$ cat src/rtl/hilo_unit_pkg.sv
// Shared funct codes and request decode for the HI/LO writeback pipeline.
// Function codes extend the standard funct set with the HI/LO group.
package hilo_unit_pkg;

    localparam logic [5:0] FUNCT_MFHI  = 6'h10;
    localparam logic [5:0] FUNCT_MTHI  = 6'h11;
    localparam logic [5:0] FUNCT_MFLO  = 6'h12;
    localparam logic [5:0] FUNCT_MTLO  = 6'h13;
    localparam logic [5:0] FUNCT_MULT  = 6'h18;
    localparam logic [5:0] FUNCT_MULTU = 6'h19;

    typedef enum logic [1:0] {
        OP_NONE,
        OP_MULT,
        OP_MTHI,
        OP_MTLO
    } hilo_op_e;

    // Signed and unsigned multiplies write HI/LO the same way here.
    function automatic hilo_op_e decode_op(input logic valid, input logic [5:0] funct);
        hilo_op_e op;
        op = OP_NONE;
        if (valid) begin
            case (funct)
                FUNCT_MULT, FUNCT_MULTU: op = OP_MULT;
                FUNCT_MTHI:              op = OP_MTHI;
                FUNCT_MTLO:              op = OP_MTLO;
                default:                 op = OP_NONE;
            endcase
        end
        return op;
    endfunction

endpackage

$ cat src/rtl/hilo_stage_reg.sv
// One pipeline entry {we_hi, we_lo, hi, lo}: holds on stall, empties on flush.
module hilo_stage_reg #(
    parameter int unsigned DATA_WIDTH = 32
) (
    input  logic                  clk,
    input  logic                  rst,
    input  logic                  stall,
    input  logic                  flush,
    input  logic                  we_hi_i,
    input  logic                  we_lo_i,
    input  logic [DATA_WIDTH-1:0] hi_i,
    input  logic [DATA_WIDTH-1:0] lo_i,
    output logic                  we_hi_o,
    output logic                  we_lo_o,
    output logic [DATA_WIDTH-1:0] hi_o,
    output logic [DATA_WIDTH-1:0] lo_o
);

    logic                  we_hi_q, we_lo_q;
    logic [DATA_WIDTH-1:0] hi_q, lo_q;

    always_ff @(posedge clk or posedge rst) begin
        if (rst) begin
            we_hi_q <= 1'b0;
            we_lo_q <= 1'b0;
            hi_q    <= '0;
            lo_q    <= '0;
        end else if (flush) begin
            we_hi_q <= 1'b0;
            we_lo_q <= 1'b0;
            hi_q    <= '0;
            lo_q    <= '0;
        end else if (!stall) begin
            we_hi_q <= we_hi_i;
            we_lo_q <= we_lo_i;
            hi_q    <= hi_i;
            lo_q    <= lo_i;
        end
    end

    assign we_hi_o = we_hi_q;
    assign we_lo_o = we_lo_q;
    assign hi_o    = hi_q;
    assign lo_o    = lo_q;

endmodule

$ cat src/rtl/hilo_unit.sv
// HI/LO pipeline tracker: carries multiply and MTHI/MTLO results through MEM and WB,
// commits at end of WB and forwards the youngest value to MFHI/MFLO in EX.
module hilo_unit
    import hilo_unit_pkg::*;
#(
    parameter int unsigned DATA_WIDTH = 32
) (
    input  logic                    clk,
    input  logic                    rst,
    input  logic                    stall,
    input  logic                    flush,
    input  logic                    ex_valid,
    input  logic [5:0]              ex_funct,
    input  logic [DATA_WIDTH-1:0]   ex_operand,
    input  logic [2*DATA_WIDTH-1:0] ex_product,
    output logic [DATA_WIDTH-1:0]   ex_rdata,
    output logic [DATA_WIDTH-1:0]   hi,
    output logic [DATA_WIDTH-1:0]   lo
);

    logic                  req_we_hi, req_we_lo;
    logic [DATA_WIDTH-1:0] req_hi, req_lo;

    logic                  mem_we_hi, mem_we_lo;
    logic [DATA_WIDTH-1:0] mem_hi, mem_lo;
    logic                  wb_we_hi, wb_we_lo;
    logic [DATA_WIDTH-1:0] wb_hi, wb_lo;

    logic [DATA_WIDTH-1:0] hi_q, hi_d, lo_q, lo_d;
    logic [DATA_WIDTH-1:0] fwd_hi, fwd_lo;

    always_comb begin
        req_we_hi = 1'b0;
        req_we_lo = 1'b0;
        req_hi    = '0;
        req_lo    = '0;
        case (decode_op(ex_valid, ex_funct))
            OP_MULT: begin
                req_we_hi = 1'b1;
                req_we_lo = 1'b1;
                req_hi    = ex_product[2*DATA_WIDTH-1:DATA_WIDTH];
                req_lo    = ex_product[DATA_WIDTH-1:0];
            end
            OP_MTHI: begin
                req_we_hi = 1'b1;
                req_hi    = ex_operand;
            end
            OP_MTLO: begin
                req_we_lo = 1'b1;
                req_lo    = ex_operand;
            end
            default: ;
        endcase
    end

    hilo_stage_reg #(.DATA_WIDTH(DATA_WIDTH)) u_mem (
        .clk     (clk),
        .rst     (rst),
        .stall   (stall),
        .flush   (flush),
        .we_hi_i (req_we_hi),
        .we_lo_i (req_we_lo),
        .hi_i    (req_hi),
        .lo_i    (req_lo),
        .we_hi_o (mem_we_hi),
        .we_lo_o (mem_we_lo),
        .hi_o    (mem_hi),
        .lo_o    (mem_lo)
    );

    hilo_stage_reg #(.DATA_WIDTH(DATA_WIDTH)) u_wb (
        .clk     (clk),
        .rst     (rst),
        .stall   (stall),
        .flush   (flush),
        .we_hi_i (mem_we_hi),
        .we_lo_i (mem_we_lo),
        .hi_i    (mem_hi),
        .lo_i    (mem_lo),
        .we_hi_o (wb_we_hi),
        .we_lo_o (wb_we_lo),
        .hi_o    (wb_hi),
        .lo_o    (wb_lo)
    );

    // A flush still retires the WB entry: it is older than the faulting instruction.
    always_comb begin
        hi_d = hi_q;
        lo_d = lo_q;
        if (flush || !stall) begin
            if (wb_we_hi) hi_d = wb_hi;
            if (wb_we_lo) lo_d = wb_lo;
        end
    end

    always_ff @(posedge clk or posedge rst) begin
        if (rst) begin
            hi_q <= '0;
            lo_q <= '0;
        end else begin
            hi_q <= hi_d;
            lo_q <= lo_d;
        end
    end

    always_comb begin
        fwd_hi = mem_we_hi ? mem_hi : (wb_we_hi ? wb_hi : hi_q);
        fwd_lo = mem_we_lo ? mem_lo : (wb_we_lo ? wb_lo : lo_q);
    end

    always_comb begin
        ex_rdata = '0;
        case (ex_funct)
            FUNCT_MFHI: ex_rdata = fwd_hi;
            FUNCT_MFLO: ex_rdata = fwd_lo;
            default:    ex_rdata = '0;
        endcase
    end

    assign hi = hi_q;
    assign lo = lo_q;

endmodule

$ cat config.mk
export PLATFORM = sky130hd
export DESIGN_NAME = hilo_unit
export DESIGN_NICKNAME = d
export VERILOG_FILES = /design/src/rtl/hilo_unit_pkg.sv /design/src/rtl/hilo_stage_reg.sv /design/src/rtl/hilo_unit.sv
export SDC_FILE = /design/constraint.sdc
export NUM_CORES = 1
export LEC_CHECK = 0
export CORE_MARGIN = 4
export CORE_UTILIZATION = 52
export CTS_CLUSTER_SIZE = 28
export DETAILED_ROUTE_END_ITERATION = 16
export PLACE_DENSITY = 0.81
export SLEW_MARGIN = 15
export SYNTH_ARGS = -nofsm -noshare
export SYNTH_HDL_FRONTEND = slang
export SYNTH_SLANG_ARGS = --single-unit
$ cat constraint.sdc
create_clock -name clk -period 8.7 [get_ports clk]
set_input_delay 2.175 -clock clk [delete_from_list [all_inputs] [get_ports clk]]
set_output_delay 2.175 -clock clk [all_outputs]
set_load 0.01 [all_outputs]
# Word level (Yosys, flattened, before mapping)

Cells that the tools add are included.

Logic and storage cells: 52
Bits in registers: 196
Output and inout bits: 96
Input port bits: 107

Reductions and logical operators: 5
Multiplexer cells: 27
Equal/unequal tests: 10

Operator list:

| operator           | count |
|---|---|
| $mux 32            | 12 |
| $pmux 32 s2        | 3 |
| $eq 6x5->1 const B | 6 |
| $mux 1             | 10 |
| $pmux 2 s3         | 1 |
| $reduce_or 2->1    | 3 |
| $eq 2x2->1 const B | 2 |
| $eq 2x1->1 const B | 1 |
| $mux 2             | 1 |
| $ne 2x1->1 const B | 1 |
| $logic_not 1->1    | 1 |
| $logic_or 1x1->1   | 1 |

# Logic depth before layout (Yosys ltp)

Depth in word-level cells: 9
Mapped depth: 9
Mapped depth without buffers: 6

# Hierarchy

Synthesis repeated with hierarchy kept, for this count alone.

Cells, all modules: 919
Area, all modules: 10796.6 um^2

By module, submodules not included:

| module         | area an instance (um^2) | seq. area each (um^2) | instances | cells an instance |
|---|---|---|---|---|
| hilo_stage_reg | 2721.4                  | 1651.6                | 2         | 214 |
| hilo_unit      | 5353.9                  | 1601.5                | 1         | 491 |

# Worst setup path before layout

Ideal clock, no wire load.

Path type: input to output
From: in ex_funct[5]
To: out ex_rdata[11]
Setup slack: 3.499 ns
Arrival: 3.026 ns
Stages on the path: 5
Required time: 6.525 ns
Path buffers: 2
Cell sequence: nor3b_4 > and3b_1 > buf_4 > buf_6 > a22o_1

Cells in the longest elaborated chain, start to end: 2
Elaborated cells on any way between the ends: 3
Classes of those cells: eq/ne: 2; mux: 1

RTL lines:

| what          | RTL line         | RTL |
|---|---|---|
| from (decl)   | hilo_unit.sv:13  | `input logic [5:0] ex_funct,` |
| $eq 6x5->1    | hilo_unit.sv:113 | `case (ex_funct)` |
| $pmux 32 s2 * | hilo_unit.sv:113 |  |
| to (decl)     | hilo_unit.sv:16  | `output logic [DATA_WIDTH-1:0] ex_rdata,` |

Every way passes the cells marked *; elsewhere a longest branch is shown, timed or not.

# Worst setup path after layout

From: in ex_funct[5]
To: out ex_rdata[0]

Same word-level chain as after synthesis.

==> run metrics <==
status complete, no violations; Die Y 147 um; slowest library cell on the worst path and3b_2; area grow syn2layout 25.5%; Fillers 1446; Post-Route Skew 11.0 ps; worst min-delay path class reg -> reg; library cells used by synthesis 32; max frequency 151 MHz; sequential cell area fraction in the yosys report 49.1%; Critical Path RT 6530 ps; layout cell share with drive strength beyond 1 9.28%; initial core utilization 53.1%; Syn Inst Count 928; most used cell along the critical path clkdlybuf4s50_1; placed cell count 1317; yosys synthesis warning count 0; worst-margin pin slew 1120 ps; Synth area leaders dfrtp_1, mux2i_1, a22oi_1; leading cell types by count after synthesis dfrtp_1, mux2i_1, nand2_1; post-route ant nets 0; first-pass GRT wire length 47600 um; Finished Layout Cells 1351; Pwr Density 150 nW/um^2; Buf/Inv on CP 2; port bufs 202; FF-to-FF setup slack 6430 ps; largest net degree at the start of global routing 130; fin crit period 6640 ps; VDD IR max 0.133 mV; final routed DRC violation total 0; post_cts resized 0; Rel. slew slack 25.1%; Clock Path Buffers 2; Row Count 50; #FFs+latches synth 196; die area 21500 sq um; drt pass-1 iters 5; CTS tree yes; gr usage total 28.7%; post-CTS setup buffer count 0; Vias 7914; global route overflow 0; crit-path max FO 32; CTS buffer count 17; Max Cap Viol 0; mapped cell area 10000 sq um; hold-fix buffers at CTS 0; IO Count 203; Compound-Gate Fraction of Synth Area 15.6%; Pins Over Slew Limit 0; # nets final 1186; drt initial violations 831; antenna violations before repair 3; setup violators final 0; Period Utilization, post-route 76.3%; syn nets 1038; Crit path max-delay family buffers and inverters; aggregate routed wire length 31000 um; cells along the critical path clkdlybuf4s50_1 > nor3b_4 > and3b_2 > a22o_1 > clkdlybuf4s50_1; clock-pin slew on the worst setup and hold paths 80 ps; fin util 66.6%; Sum Neg Setup Slack 0 ps; CP endpoint kind primary output; Synth top area share 49.1%; Adder-Cell Fraction of Synth Area 0.375%; clock root buffer master clkbuf_16; htree depth 4; clk_lat worst skew 440 ps; CP peak stage delay 690 ps; crit start category input pin; post-route design area 12500 sq um; largest family of logic cells by synthesized area multiplexers; crit path DAT 4470 ps; RD Place Congestion 0.964; Setup CP Type in -> out; P_leak 5.25 nW; RSZ-0062 raised after global routing false; Synth Area in Simple Gates 10.0%; XOR/XNOR share of the synthesized area 0%; Core ar. 18800 sq um; mux share of post-synthesis cell area 20.0%; Routed wire per std cell 23.0 um; ys flop type dfrtp_1; Mapped Avg Cell Area 10.8 sq um; Final HPWL DP 21400 um; die width 147 um; vias in the first global route 7862; Yosys top cell by area dfrtp_1; Post-synth EDFFs 0; area post-placement 12000 sq um; count leader, synth dfrtp_1; TritonCTS Sinks 196; Final Hold Vio Count 0; via density per instance 5.86; ys async rst share 100%
kinds of logic (layout without fill, tap and decap cells):
| family | after synthesis | in the layout |
|---|---|---|
| adder cells (fa/ha/maj) | 3 | 3 |
| multiplexers | 185 | 185 |
| AO/OA/AOI/OAI | 235 | 235 |
| AND/OR/NAND/NOR | 220 | 220 |
| other | 0 | 3 |
| flip-flops | 196 | 196 |
| buffers and inverters | 89 | 249 |
state kept, by name, indices dropped and copies added, names as in the netlist:
register       cells
u_wb.we_lo_o       1
u_wb.lo_o         32
u_wb.we_hi_o       1
u_wb.hi_o         32
u_mem.hi_o        32
u_mem.we_hi_o      1
u_mem.we_lo_o      1
u_mem.lo_o        32
lo                32
hi                32
cell type report:
cell class | count | area, sq um | area share (%)
antenna | 3 | 7.51 | 0.0599
sequential | 196 | 4910 | 39.1
timing repair buffer | 215 | 2110 | 16.8
multi-input combinational | 643 | 4600 | 36.7
inverter | 3 | 18.8 | 0.150
tap | 260 | 325 | 2.59
clock buffer | 19 | 453 | 3.61
clock inverter | 12 | 114 | 0.908
metrics by stage:
stage / hold WS (ps) / power (W) / setup slack, ps
2_1_floorplan: 468 / 0.00102 / 1180
3_3_place_gp: 492 / 0.00113 / 1720
3_5_place_dp: 503 / 0.00113 / 1630
4_1_cts: 524 / 0.00189 / 1610
5_1_grt: 541 / 0.00194 / 1970
6_report: 519 / 0.00188 / 2060
final timing paths:
| kind | start | cells after the start | endpoint |
|---|---|---|---|
| setup / recovery | ex_funct[5] | 5 | ex_rdata[0] |
| hold reg to reg | u_mem.hi_o[26] | 2 | u_mem.hi_o[26] |
| hold / removal | u_mem.hi_o[26] | 2 | u_mem.hi_o[26] |
| min in group asynchronous | rst | 2 | lo[20] |
| setup reg to reg | u_wb.we_lo_o | 2 | lo[10] |
| max in group asynchronous | rst | 3 | hi[3] |
metal layers:
layer	share of wire, %	wire (um)	up-vias	track usage, %
met3	6.2	1920	54	5.80
met5	0	0	-	0
met1	44	13800	3951	42.2
met4	2.9	907	0	10.5
met2	46	14400	282	42.2
li1	-	-	3627	-
power by group:
group	switching [W]	internal, W
sequential	0.0000114	0.000920
clock	0.000375	0.000393
combinational	0.000100	0.0000825
tightest hold or removal path, stage by stage (launching register included):
cell     delay [ps]
dfrtp_1         370
nand2_1          50
o21ai_0          60
cell usage in the layout (no fill, tap or decap), types with 2 or more instances in the layout:
master | Yosys | final
clkdlybuf4s50_1 | 0 | 200
dfrtp_1 | 196 | 194
mux2i_1 | 130 | 130
nand2_1 | 99 | 99
o21ai_0 | 88 | 88
nor2_1 | 76 | 76
a22oi_1 | 64 | 64
nand3b_1 | 33 | 33
a22o_1 | 32 | 32
o31ai_1 | 31 | 31
mux2_2 | 24 | 24
mux2_4 | 20 | 20
clkbuf_16 | 0 | 17
buf_4 | 16 | 14
mux2_1 | 11 | 11
a21oi_1 | 9 | 9
o21ai_1 | 9 | 9
inv_8 | 0 | 5
inv_6 | 0 | 4
diode_2 | 0 | 3
clkinv_4 | 0 | 3
nor2b_1 | 3 | 2
inv_1 | 3 | 2
ha_1 | 3 | 2
clkbuf_8 | 0 | 2
dfrtp_2 | 0 | 2
(Power assumes the default switching activity.)
